`src/rtl/rf16x8_wr_port.sv`:
```
// Write-side stage of the 16x8 input-queue register file: write pipeline, sticky lock mask, hardware clear.
// Optional macro RF16X8_WR_BYPASS_EN forwards the pending stage-1 write onto rd_data.
module rf16x8_wr_port #(
    parameter int DEPTH  = 16,
    parameter int WIDTH  = 8,
    parameter int ADDR_W = 4
) (
    input  logic              wr_clk,
    input  logic              reset_l,
    input  logic              wen,
    input  logic [ADDR_W-1:0] wr_addr,
    input  logic [WIDTH-1:0]  wr_data,
    input  logic              lk_wen,
    input  logic [DEPTH-1:0]  lk_mask,
    input  logic              clr_req,
    input  logic [ADDR_W-1:0] rd_addr,
    output logic [WIDTH-1:0]  rd_data,
    output logic              wr_rdy,
    output logic              wr_err,
    output logic [DEPTH-1:0]  lock_q,
    output logic [1:0]        dbg_state
);

    // Handshake: wen and clr_req are accepted only on a posedge where wr_rdy=1;
    // when both are high clr_req wins and the write is silently discarded.

    typedef enum logic [1:0] {
        ST_INIT = 2'd0,
        ST_RUN  = 2'd1,
        ST_CLR  = 2'd2
    } state_t;

    localparam logic [ADDR_W-1:0] LAST = ADDR_W'(DEPTH - 1);

    state_t              state;
    logic [ADDR_W-1:0]   cnt;
    logic                s1_vld;
    logic [ADDR_W-1:0]   s1_addr;
    logic [WIDTH-1:0]    s1_data;
    logic [WIDTH-1:0]    mem [DEPTH];
    logic                commit_ok;

    assign wr_rdy    = (state == ST_RUN);
    assign dbg_state = state;
    assign commit_ok = s1_vld && !lock_q[s1_addr];

    always_ff @(posedge wr_clk or negedge reset_l) begin
        if (!reset_l) begin
            state   <= ST_INIT;
            cnt     <= '0;
            s1_vld  <= 1'b0;
            s1_addr <= '0;
            s1_data <= '0;
            lock_q  <= '0;
            wr_err  <= 1'b0;
        end else begin
            if (lk_wen)
                lock_q <= lock_q | lk_mask;
            // Lock check sees lock_q of the commit cycle, so a same-edge lock blocks the write.
            wr_err <= s1_vld && lock_q[s1_addr];
            s1_vld <= wr_rdy && wen && !clr_req;
            if (wr_rdy && wen) begin
                s1_addr <= wr_addr;
                s1_data <= wr_data;
            end
            case (state)
                ST_INIT: begin
                    cnt <= cnt + 1'b1;
                    if (cnt == LAST)
                        state <= ST_RUN;
                end
                ST_RUN: begin
                    if (clr_req)
                        state <= ST_CLR;
                end
                ST_CLR: begin
                    cnt <= cnt + 1'b1;
                    if (cnt == LAST)
                        state <= ST_RUN;
                end
                default: begin
                    state <= ST_INIT;
                    cnt   <= '0;
                end
            endcase
        end
    end

    // Storage has no reset; INIT sweeps it to zero. Commits never coincide with a sweep.
    always_ff @(posedge wr_clk) begin
        if (state == ST_INIT)
            mem[cnt] <= '0;
        else if (state == ST_CLR && !lock_q[cnt])
            mem[cnt] <= '0;
        else if (commit_ok)
            mem[s1_addr] <= s1_data;
    end

    always_comb begin
        rd_data = mem[rd_addr];
`ifdef RF16X8_WR_BYPASS_EN
        if (s1_vld && s1_addr == rd_addr && !lock_q[s1_addr])
            rd_data = s1_data;
`endif
        if (state == ST_INIT)
            rd_data = '0;
    end

endmodule
```
`config.mk`:
```
export PLATFORM = sky130hd
export DESIGN_NAME = rf16x8_wr_port
export DESIGN_NICKNAME = d
export VERILOG_FILES = /design/src/rtl/rf16x8_wr_port.sv
export SDC_FILE = /design/constraint.sdc
export NUM_CORES = 1
export LEC_CHECK = 0
export BUFFER_PORTS_ARGS = -buffer_cell sky130_fd_sc_hd__buf_2
export CORE_ASPECT_RATIO = 1.1
export CORE_UTILIZATION = 40
export DETAILED_ROUTE_END_ITERATION = 10
export GPL_ROUTABILITY_DRIVEN = 0
export PLACE_DENSITY_LB_ADDON = 0.1
export SETUP_SLACK_MARGIN = 0.1
export SLEW_MARGIN = 20
export SYNTH_ARGS = -nofsm -noshare
export SYNTH_HDL_FRONTEND = slang
export SYNTH_SLANG_ARGS = --single-unit
export TNS_END_PERCENT = 1
```
`constraint.sdc`:
```
create_clock -name wr_clk -period 5.7 [get_ports wr_clk]
set_clock_uncertainty 0.1 [all_clocks]
set_input_delay 1.14 -clock wr_clk [delete_from_list [all_inputs] [get_ports wr_clk]]
set_output_delay 1.14 -clock wr_clk [all_outputs]
set_load 0.005 [all_outputs]
```
==> flow_metrics.py, run 1 <==
metrics = {
    "outcome": {
        "run_status": "complete, no violations",
    },
    "setup_path": {
        "cp.arrival_ps": 3180,
        "path_cells": "buf_2 -> buf_4 -> mux4_2 -> mux4_2 -> nor2b_1 -> buf_2",
        "cpMaxStageDelayCell": "mux4_2",
        "worst-path-buf-inv": 3,
        "critPathMaxStageDelay_ps": 540,
        "cp-end-kind": "primary output",
        "cp.required_ps": 4460,
        "cp-start-kind": "primary input",
        "criticalPathCategory": "in -> out",
        "critical_path.top_delay_family": "multiplexers",
        "crit_fanout": 12,
        "reg2reg_slack_ps": 1970,
    },
    "clocking": {
        "cts_tree": "done",
        "root_buffer": "clkbuf_16",
        "cts_resized": 0,
        "ctsHoldBuffers": 0,
        "cts.sinks": 164,
        "clk_pin_slew_ps": 60,
        "clockBufferDepth": 2,
        "cts_setup_buffers": 0,
        "cts_inserted_buffers": 17,
        "clk_latency_ps": 420,
        "h-tree-depth": 4,
    },
    "floorplanning": {
        "fp.dieArea_mm2": 0.0177,
        "core_area_mm2": 0.0166,
        "start_util": 0.414,
        "die_w_um": 127,
        "io_pins": 65,
        "fp-row-count": 49,
        "chipHeight_um": 139,
    },
    "drt": {
        "finalWirelength_um": 15200,
        "wl_per_cell_um": 23.1,
        "drtAntennaViolNets": 0,
        "firstDrtPassIters": 4,
        "via_per_inst": 5.64,
        "remaining_drc_errors": 0,
        "drt_iter0_drc": 337,
        "via_count": 3697,
    },
    "synthesis": {
        "ys_types": 37,
        "ys.flop_type": "edfxtp_1",
        "ys_seq_area_frac": 0.692,
        "async_flop_share": 0.220,
        "synthesis.nets": 403,
        "synth_adder_area_share": 0.00183,
        "synth_cells": 365,
        "synthSimpleGateAreaFrac": 0.0559,
        "synth_xor_area_frac": 0.00256,
        "synth_edf_count": 128,
        "synth_compound_area_frac": 0.0477,
        "ys_seq_elements": 164,
        "ys.warnings.count": 0,
        "synthesis.area_mm2": 0.00685,
        "syn_avg_cell_area_um2": 18.8,
        "muxShareOfSynthArea": 0.184,
        "synth_top_family_by_area": "multiplexers",
    },
    "finish": {
        "nNetsFinal": 477,
        "drive_gt1_frac": 0.389,
        "fillers": 1411,
        "fin_cells": 656,
        "final_cell_mix": "128 x edfxtp_1, 64 x buf_2, 45 x mux4_2, 36 x dfrtp_1, 18 x clkbuf_16",
        "final_common_cell": "edfxtp_1",
        "diodes": 0,
        "synthToLayoutAreaGrowth_pct": 16.5,
    },
    "global_route": {
        "grt.met1_usage": 0.257,
        "grt.met2_usage": 0.299,
        "grt_pass1_wl_um": 23600,
        "track_usage": 0.187,
        "busiest_layer": "met2",
        "grt_pass1_vias": 3880,
        "grt_antenna_before_repair": 0,
        "grt_overflow": 0,
        "grt_max_degree": 37,
        "met3_usage": 0.0365,
    },
    "timing": {
        "max_freq_mhz": 226,
        "rsz0062_at_grt": "false",
        "worst_slew_pin_slew_ps": 1070,
        "finalCriticalPeriod_ps": 4420,
        "finalHoldViolations": 0,
        "final.setup.tns_ps": 0,
        "setup_viol_count_final": 0,
        "finalCritPeriodShare": 0.776,
        "slew_viol_final": 0,
        "relSlewSlack": 0.286,
        "setup_ws_ps": 1280,
    },
    "placement": {
        "pre_cts_ws_ps": 1220,
        "dp_hpwl_um": 10100,
        "io_buffer_count": 64,
        "dp_cells": 624,
    },
    "job": {
        "drv_cap": 0,
    },
    "pwr": {
        "leakage_nw": 2.65,
        "peakVddDrop_mv": 0.249,
        "power.density_mw_per_mm2": 433,
    },
    "min_path": {
        "hold_path_class": "reg -> reg",
    },
}
[layout make-up]
class,instances,area (um^2),share of cell area
clock buffers,25,514,0.0644
clock inverters,7,45.0,0.00564
inverters,2,7.51,0.000941
multi-input cells,177,2000,0.250
flip-flops and latches,164,4740,0.594
well taps,204,255,0.0320
repair buffers,77,418,0.0524
[per-stage QoR]
step | util | cell area, um^2 | total power, mW | hold slack [ps]
final | 0.482 | 7980 | 3.45 | 396
after global routing | 0.482 | 7980 | 3.62 | 423
after CTS | 0.482 | 7980 | 3.49 | 406
after detailed placement | 0.448 | 7420 | 2.41 | 387
after global placement | 0.448 | 7420 | 2.39 | 380
after floorplan | - | 6850 | 2.13 | 370
[power by group]
| part | total (mW) | leakage [nW] | switching (mW) | internal, mW |
|---|---|---|---|---|
| clock | 1.08 | 0.280 | 0.448 | 0.628 |
| combinational | 0.683 | 0.887 | 0.371 | 0.312 |
| sequential | 1.70 | 1.48 | 0.163 | 1.53 |
| total | 3.45 | 2.65 | 0.982 | 2.47 |
[worst paths after layout]
| path | startpoint | to | depth (start not counted) |
|---|---|---|---|
| worst max register to register | s1_addr[0] | mem[6][4] | 6 |
| worst min register to register | s1_data[0] | s1_data[0] | 1 |
| min in group asynchronous | reset_l | lock_q[10] | 1 |
| worst max-delay path | rd_addr[0] | rd_data[2] | 6 |
| max in group asynchronous | reset_l | s1_addr[3] | 1 |
| worst min-delay path | s1_data[0] | s1_data[0] | 1 |
[cells by family (layout without fill, tap and decap cells)]
group                      after synthesis  in the layout
and+or+nand+nor                         69             69
AOI/OAI and AO/OA                       41             41
buffers and inverters                   24            111
muxes                                   64             64
adders and majority gates                1              1
DFF                                    164            164
xor gates and xnor gates                 2              2
[flip-flops by register name, indices dropped and copies added (netlist names)]
register / flops
mem: 128
cnt: 4
s1_data: 8
dbg_state: 2
wr_err: 1
lock_q: 16
s1_addr: 4
s1_vld: 1
[synthesized netlist by cell type, drive strengths merged, types with 2 or more instances]
| cell | count | area (um^2) |
|---|---|---|
| a21o | 17 | 128 |
| and2 | 9 | 56.3 |
| buf | 9 | 53.8 |
| clkbuf | 13 | 48.8 |
| dfrtp | 36 | 901 |
| edfxtp | 128 | 3840 |
| inv | 2 | 7.51 |
| mux2 | 17 | 191 |
| mux4 | 47 | 1070 |
| nand2 | 14 | 52.6 |
| nand2b | 6 | 37.5 |
| nand3 | 8 | 45.0 |
| nand3b | 2 | 15.0 |
| nor2 | 11 | 41.3 |
| nor2b | 13 | 81.3 |
| o21ai | 5 | 25.0 |
| o22ai | 2 | 12.5 |
| o32ai | 10 | 87.6 |
| or2 | 2 | 12.5 |
[layer usage]
| metal | up-vias | part of all wire |
|---|---|---|
| met2 | 100 | 0.50 |
| met4 | 0 | 0.016 |
| li1 | 1629 | - |
| met3 | 21 | 0.049 |
| met5 | - | 0 |
| met1 | 1947 | 0.44 |
No activity file was read; power rests on OpenSTA's default activity.
==> inputs of run 2 (changes only) <==
clock period = 4.27 ns   (was 5.7 ns; I/O delays follow)
==> run 2 against run 1 <==
  * Die area unchanged
  * Worst hold slack worse by 2.3 ps
  * Highest routed layer unchanged
  * Total power up 33%
==> flow_metrics.py, run 2 (synthesis gave the netlist of run 1 again) <==
metrics = {
    "drt": {
        "drt_iter0_drc": 288,
        "wl_per_cell_um": 22.6,
        "remaining_drc_errors": 0,
        "firstDrtPassIters": 5,
        "via_count": 3719,
        "finalWirelength_um": 14900,
        "drtAntennaViolNets": 0,
        "via_per_inst": 5.65,
    },
    "timing": {
        "hold_ws_ps": 394,
        "finalCritPeriodShare": 0.873,
        "worst_slew_pin_slew_ps": 991,
        "slew_viol_final": 0,
        "relSlewSlack": 0.337,
        "max_freq_mhz": 268,
        "rsz0062_at_grt": "false",
        "finalCriticalPeriod_ps": 3730,
        "finalHoldViolations": 0,
        "setup_ws_ps": 542,
        "setup_viol_count_final": 0,
        "final.setup.tns_ps": 0,
    },
    "clocking": {
        "cts_tree": "done",
        "ctsHoldBuffers": 0,
        "cts_resized": 0,
        "h-tree-depth": 4,
        "cts_setup_buffers": 0,
        "clockBufferDepth": 2,
        "cts.sinks": 164,
        "clk_pin_slew_ps": 60,
        "root_buffer": "clkbuf_16",
        "cts_inserted_buffers": 17,
        "clk_latency_ps": 420,
    },
    "setup_path": {
        "cp.required_ps": 3320,
        "reg2reg_slack_ps": 1220,
        "cp-start-kind": "primary input",
        "path_cells": "buf_2 -> buf_12 -> mux4_2 -> mux4_2 -> nor2b_1 -> buf_2",
        "cp.arrival_ps": 2770,
        "crit_fanout": 26,
        "criticalPathCategory": "in -> out",
        "cpMaxStageDelayCell": "mux4_2",
        "critPathMaxStageDelay_ps": 550,
        "cp-end-kind": "primary output",
    },
    "placement": {
        "dp_hpwl_um": 9700,
        "pre_cts_ws_ps": 495,
        "io_buffer_count": 64,
    },
    "finish": {
        "top_regs": "mem: 128 flops, lock_q: 16 flops, s1_data: 8 flops",
        "final_common_cell": "edfxtp_1",
        "final_cell_mix": "128 x edfxtp_1, 64 x buf_2, 45 x mux4_2, 36 x dfrtp_1",
        "nNetsFinal": 479,
        "synthToLayoutAreaGrowth_pct": 16.8,
        "drive_gt1_frac": 0.388,
        "top_register": "mem",
        "largest_reg_flops": 128,
        "fillers": 1401,
        "diodes": 0,
    },
    "floorplanning": {
        "start_util": 0.414,
        "die_w_um": 127,
        "chipHeight_um": 139,
        "core_area_mm2": 0.0166,
        "fp.dieArea_mm2": 0.0177,
        "fp-row-count": 49,
        "io_pins": 65,
    },
    "global_route": {
        "grt_overflow": 0,
        "grt_pass1_vias": 3853,
        "grt_pass1_wl_um": 23100,
        "track_usage": 0.183,
        "grt_max_degree": 37,
        "grt_antenna_before_repair": 0,
    },
    "min_path": {
        "hold_path_class": "reg -> reg",
    },
    "pwr": {
        "power.density_mw_per_mm2": 572,
        "peakVddDrop_mv": 0.270,
        "power_mw": 4.58,
        "leakage_nw": 2.64,
    },
    "job": {
        "drv_cap": 0,
    },
    "outcome": {
        "run_status": "complete, no violations",
    },
}
-- run 2: cell types whose count changed in the layout (fill, tap and decap cells not counted), moves of 2 or more --
cell        previous run  this run
inv_4                  3         0
buf_12                 0         2
inv_6                  0         2
clkinv_1               0         2
clkinvlp_4             1         4
clkbuf_4               2         0
clkbuf_8               3         0
-- run 2: stage by stage --
step | util | area, um^2 | std cells
3_3_place_gp | 0.451 | 7460 | 626
4_1_cts | 0.484 | 8000 | 658
2_1_floorplan | - | 6850 | 365
6_report | 0.484 | 8000 | 658
3_5_place_dp | 0.451 | 7460 | 626
5_1_grt | 0.484 | 8000 | 658
-- run 2: path summary, 6_finish.rpt --
kind,to,startpoint,cells past startpoint
setup / recovery,rd_data[2],rd_addr[0],6
hold / removal,lock_q[3],lock_q[3],1
setup reg to reg,mem[2][0],s1_addr[0],6
hold reg to reg,lock_q[3],lock_q[3],1
max in group asynchronous,dbg_state[0],reset_l,1
min in group asynchronous,lock_q[11],reset_l,1
-- run 2: final cells by class --
cell class | count | area (um^2) | share of cell area
Clock buffer | 19 | 433 | 0.0541
Clock inverter | 13 | 109 | 0.0136
Inverter | 2 | 7.51 | 0.000938
Multi-Input combinational cell | 177 | 2000 | 0.249
Sequential cell | 164 | 4740 | 0.593
Tap cell | 204 | 255 | 0.0319
Timing Repair Buffer | 79 | 458 | 0.0572
-- run 2: report_power, final --
group          internal (mW)  switching (mW)
combinational          0.425           0.500
clock                  0.798           0.612
sequential              2.04           0.198
-- run 2: worst max-delay path, delay by kind of cell --
kind                   cells  cell delay [ps]
buffers and inverters      3              710
muxes                      2             1040
and+or+nand+nor            1              150
-- run 2: routing by layer --
metal / part of all wire / vias up / wire length (um) / track usage
li1: - / 1626 / - / -
met1: 0.44 / 1970 / 6550 / 0.240
met2: 0.51 / 112 / 7620 / 0.308
met3: 0.038 / 11 / 570 / 0.0327
met4: 0.011 / 0 / 161 / 0.0627
met5: 0 / - / 0 / 0
==> inputs of run 3 (changes only) <==
ABC_CLOCK_PERIOD_IN_PS = 4400   (was default)
clock period = 4.4 ns   (was 4.27 ns; I/O delays follow)
==> run 3 against run 2 <==
  * Total power down 3.5%
  * Critical endpoint unchanged
  * Setup slack better by 70 ps
  * Critical path depth unchanged
  * Via count is 1.8% lower
==> flow_metrics.py, run 3 (synthesis gave the netlist of run 1 again) <==
metrics = {
    "setup_path": {
        "path_cells": "buf_2 -> buf_12 -> mux4_2 -> mux4_2 -> nor2b_1 -> buf_2",
        "reg2reg_slack_ps": 1310,
        "cpMaxStageDelayCell": "mux4_2",
        "worst-path-buf-inv": 3,
        "cp.arrival_ps": 2810,
        "critPathMaxStageDelay_ps": 550,
        "regToRegEndpoint": "mem[8][6]",
        "crit_cells": 6,
        "reg2reg_depth": 5,
        "criticalPathCategory": "in -> out",
        "cp-end-kind": "primary output",
        "crit_fanout": 26,
        "r2r_start": "cnt[0]",
        "startpoint": "rd_addr[0]",
        "cp-start-kind": "primary input",
        "cp.required_ps": 3420,
        "critical_path.top_delay_family": "multiplexers",
        "endpoint": "rd_data[2]",
    },
    "pwr": {
        "peakVddDrop_mv": 0.300,
        "cellInternalPower_mw": 3.17,
        "netSwitchingFraction": 0.281,
        "clockPowerShare": 0.305,
        "power.density_mw_per_mm2": 552,
        "p_comb_frac": 0.202,
        "p_switching_mw": 1.24,
        "leakage_nw": 2.66,
        "power_frac_seq": 0.493,
    },
    "timing": {
        "worst_slew_pin_slew_ps": 966,
        "slew_viol_final": 0,
        "finalCritPeriodShare": 0.861,
        "max_freq_mhz": 264,
        "finalCriticalPeriod_ps": 3790,
        "finalHoldViolations": 0,
        "setup_ws_ps": 612,
        "relSlewSlack": 0.353,
        "final.setup.tns_ps": 0,
        "rsz0062_at_grt": "false",
        "setup_viol_count_final": 0,
    },
    "global_route": {
        "grt_pass1_wl_um": 22900,
        "grt_max_degree": 37,
        "grt_antenna_before_repair": 0,
        "track_usage": 0.182,
        "grt_pass1_vias": 3841,
        "grt_overflow": 0,
    },
    "finish": {
        "nNetsFinal": 479,
        "synthToLayoutAreaGrowth_pct": 16.7,
        "diodes": 0,
        "final_cell_mix": "128 x edfxtp_1, 64 x buf_2, 45 x mux4_2, 36 x dfrtp_1, 18 x clkbuf_16",
        "seq_area_mm2": 0.00474,
        "multiInputGateArea_mm2": 0.00200,
        "fillers": 1389,
        "largest_reg_flops": 128,
        "final_common_cell": "edfxtp_1",
        "top_register": "mem",
        "top_regs": "mem: 128 flops, lock_q: 16 flops, s1_data: 8 flops",
        "drive_gt1_frac": 0.390,
    },
    "drt": {
        "via_per_inst": 5.55,
        "firstDrtPassIters": 4,
        "drtAntennaViolNets": 0,
        "drt_iter0_drc": 344,
        "finalWirelength_um": 14700,
        "remaining_drc_errors": 0,
        "via_count": 3653,
        "wl_per_cell_um": 22.3,
    },
    "floorplanning": {
        "chipHeight_um": 139,
        "fp.dieArea_mm2": 0.0177,
        "start_util": 0.414,
        "die_w_um": 127,
        "fp-row-count": 49,
        "core_area_mm2": 0.0166,
        "io_pins": 65,
    },
    "clocking": {
        "cts_tree": "done",
        "cts.sinks": 164,
        "cts_inserted_buffers": 17,
        "h-tree-depth": 4,
        "clk_pin_slew_ps": 60,
        "cts_setup_buffers": 0,
        "cts_resized": 0,
        "ctsHoldBuffers": 0,
        "root_buffer": "clkbuf_16",
        "clockBufferDepth": 2,
        "clk_latency_ps": 430,
    },
    "job": {
        "drv_cap": 0,
    },
    "min_path": {
        "hp-start": "s1_data[5]",
        "hold_path_class": "reg -> reg",
    },
    "placement": {
        "dp_hpwl_um": 9650,
        "io_buffer_count": 64,
        "pre_cts_ws_ps": 565,
    },
    "outcome": {
        "run_status": "complete, no violations",
    },
}
[run 3: power groups by stage]
| stage | Combinational [mW] | Clock, mW | Sequential (mW) |
|---|---|---|---|
| floorplan | 0.677 | 0 | 2.09 |
| CTS | 0.913 | 1.37 | 2.18 |
| global placement | 0.900 | 0 | 2.20 |
| finish | 0.891 | 1.35 | 2.18 |
| detailed placement | 0.911 | 0 | 2.21 |
| global route | 0.977 | 1.44 | 2.21 |
[run 3: how the worst min path moves through the flow]
stage | end | slack [ps] | cells after the start
6_report | s1_data[5] | 400 | 1
5_1_grt | lock_q[13] | 420 | 1
4_1_cts | lock_q[9] | 400 | 1
3_5_place_dp | lock_q[9] | 390 | 1
3_3_place_gp | lock_q[6] | 380 | 1
2_1_floorplan | s1_data[0] | 370 | 1
[run 3: per-layer routing]
layer | routed length [um] | part of all wire | up-vias | GRT usage
li1 | - | - | 1630 | -
met4 | 239 | 0.016 | 0 | 0.0695
met1 | 6340 | 0.43 | 1902 | 0.235
met5 | 0 | 0 | - | 0
met2 | 7380 | 0.50 | 103 | 0.298
met3 | 737 | 0.050 | 18 | 0.0446
[run 3: cell type report]
cell class,instances,share of cell area
Inverter,2,0.000939
Sequential cell,164,0.594
Clock buffer,23,0.0612
Tap cell,204,0.0319
Clock inverter,9,0.00689
Multi-Input combinational cell,177,0.250
Timing Repair Buffer,79,0.0557
[run 3: metrics by stage]
stage / cell area [um^2] / power [mW] / hold slack, ps / utilization / instances
2_1_floorplan: 6850 / 2.76 / 370 / - / 365
3_3_place_gp: 7450 / 3.10 / 379 / 0.450 / 626
3_5_place_dp: 7450 / 3.12 / 386 / 0.450 / 626
4_1_cts: 7990 / 4.46 / 402 / 0.483 / 658
5_1_grt: 7990 / 4.63 / 423 / 0.483 / 658
6_report: 7990 / 4.42 / 398 / 0.483 / 658
[run 3: worst reg2reg max path: cells and delay by family, from the launching register on]
family,cells,cell delay [ps]
multiplexers,1,570
AO/OA/AOI/OAI,2,1130
flip-flops,1,510
AND/OR/NAND/NOR,2,400
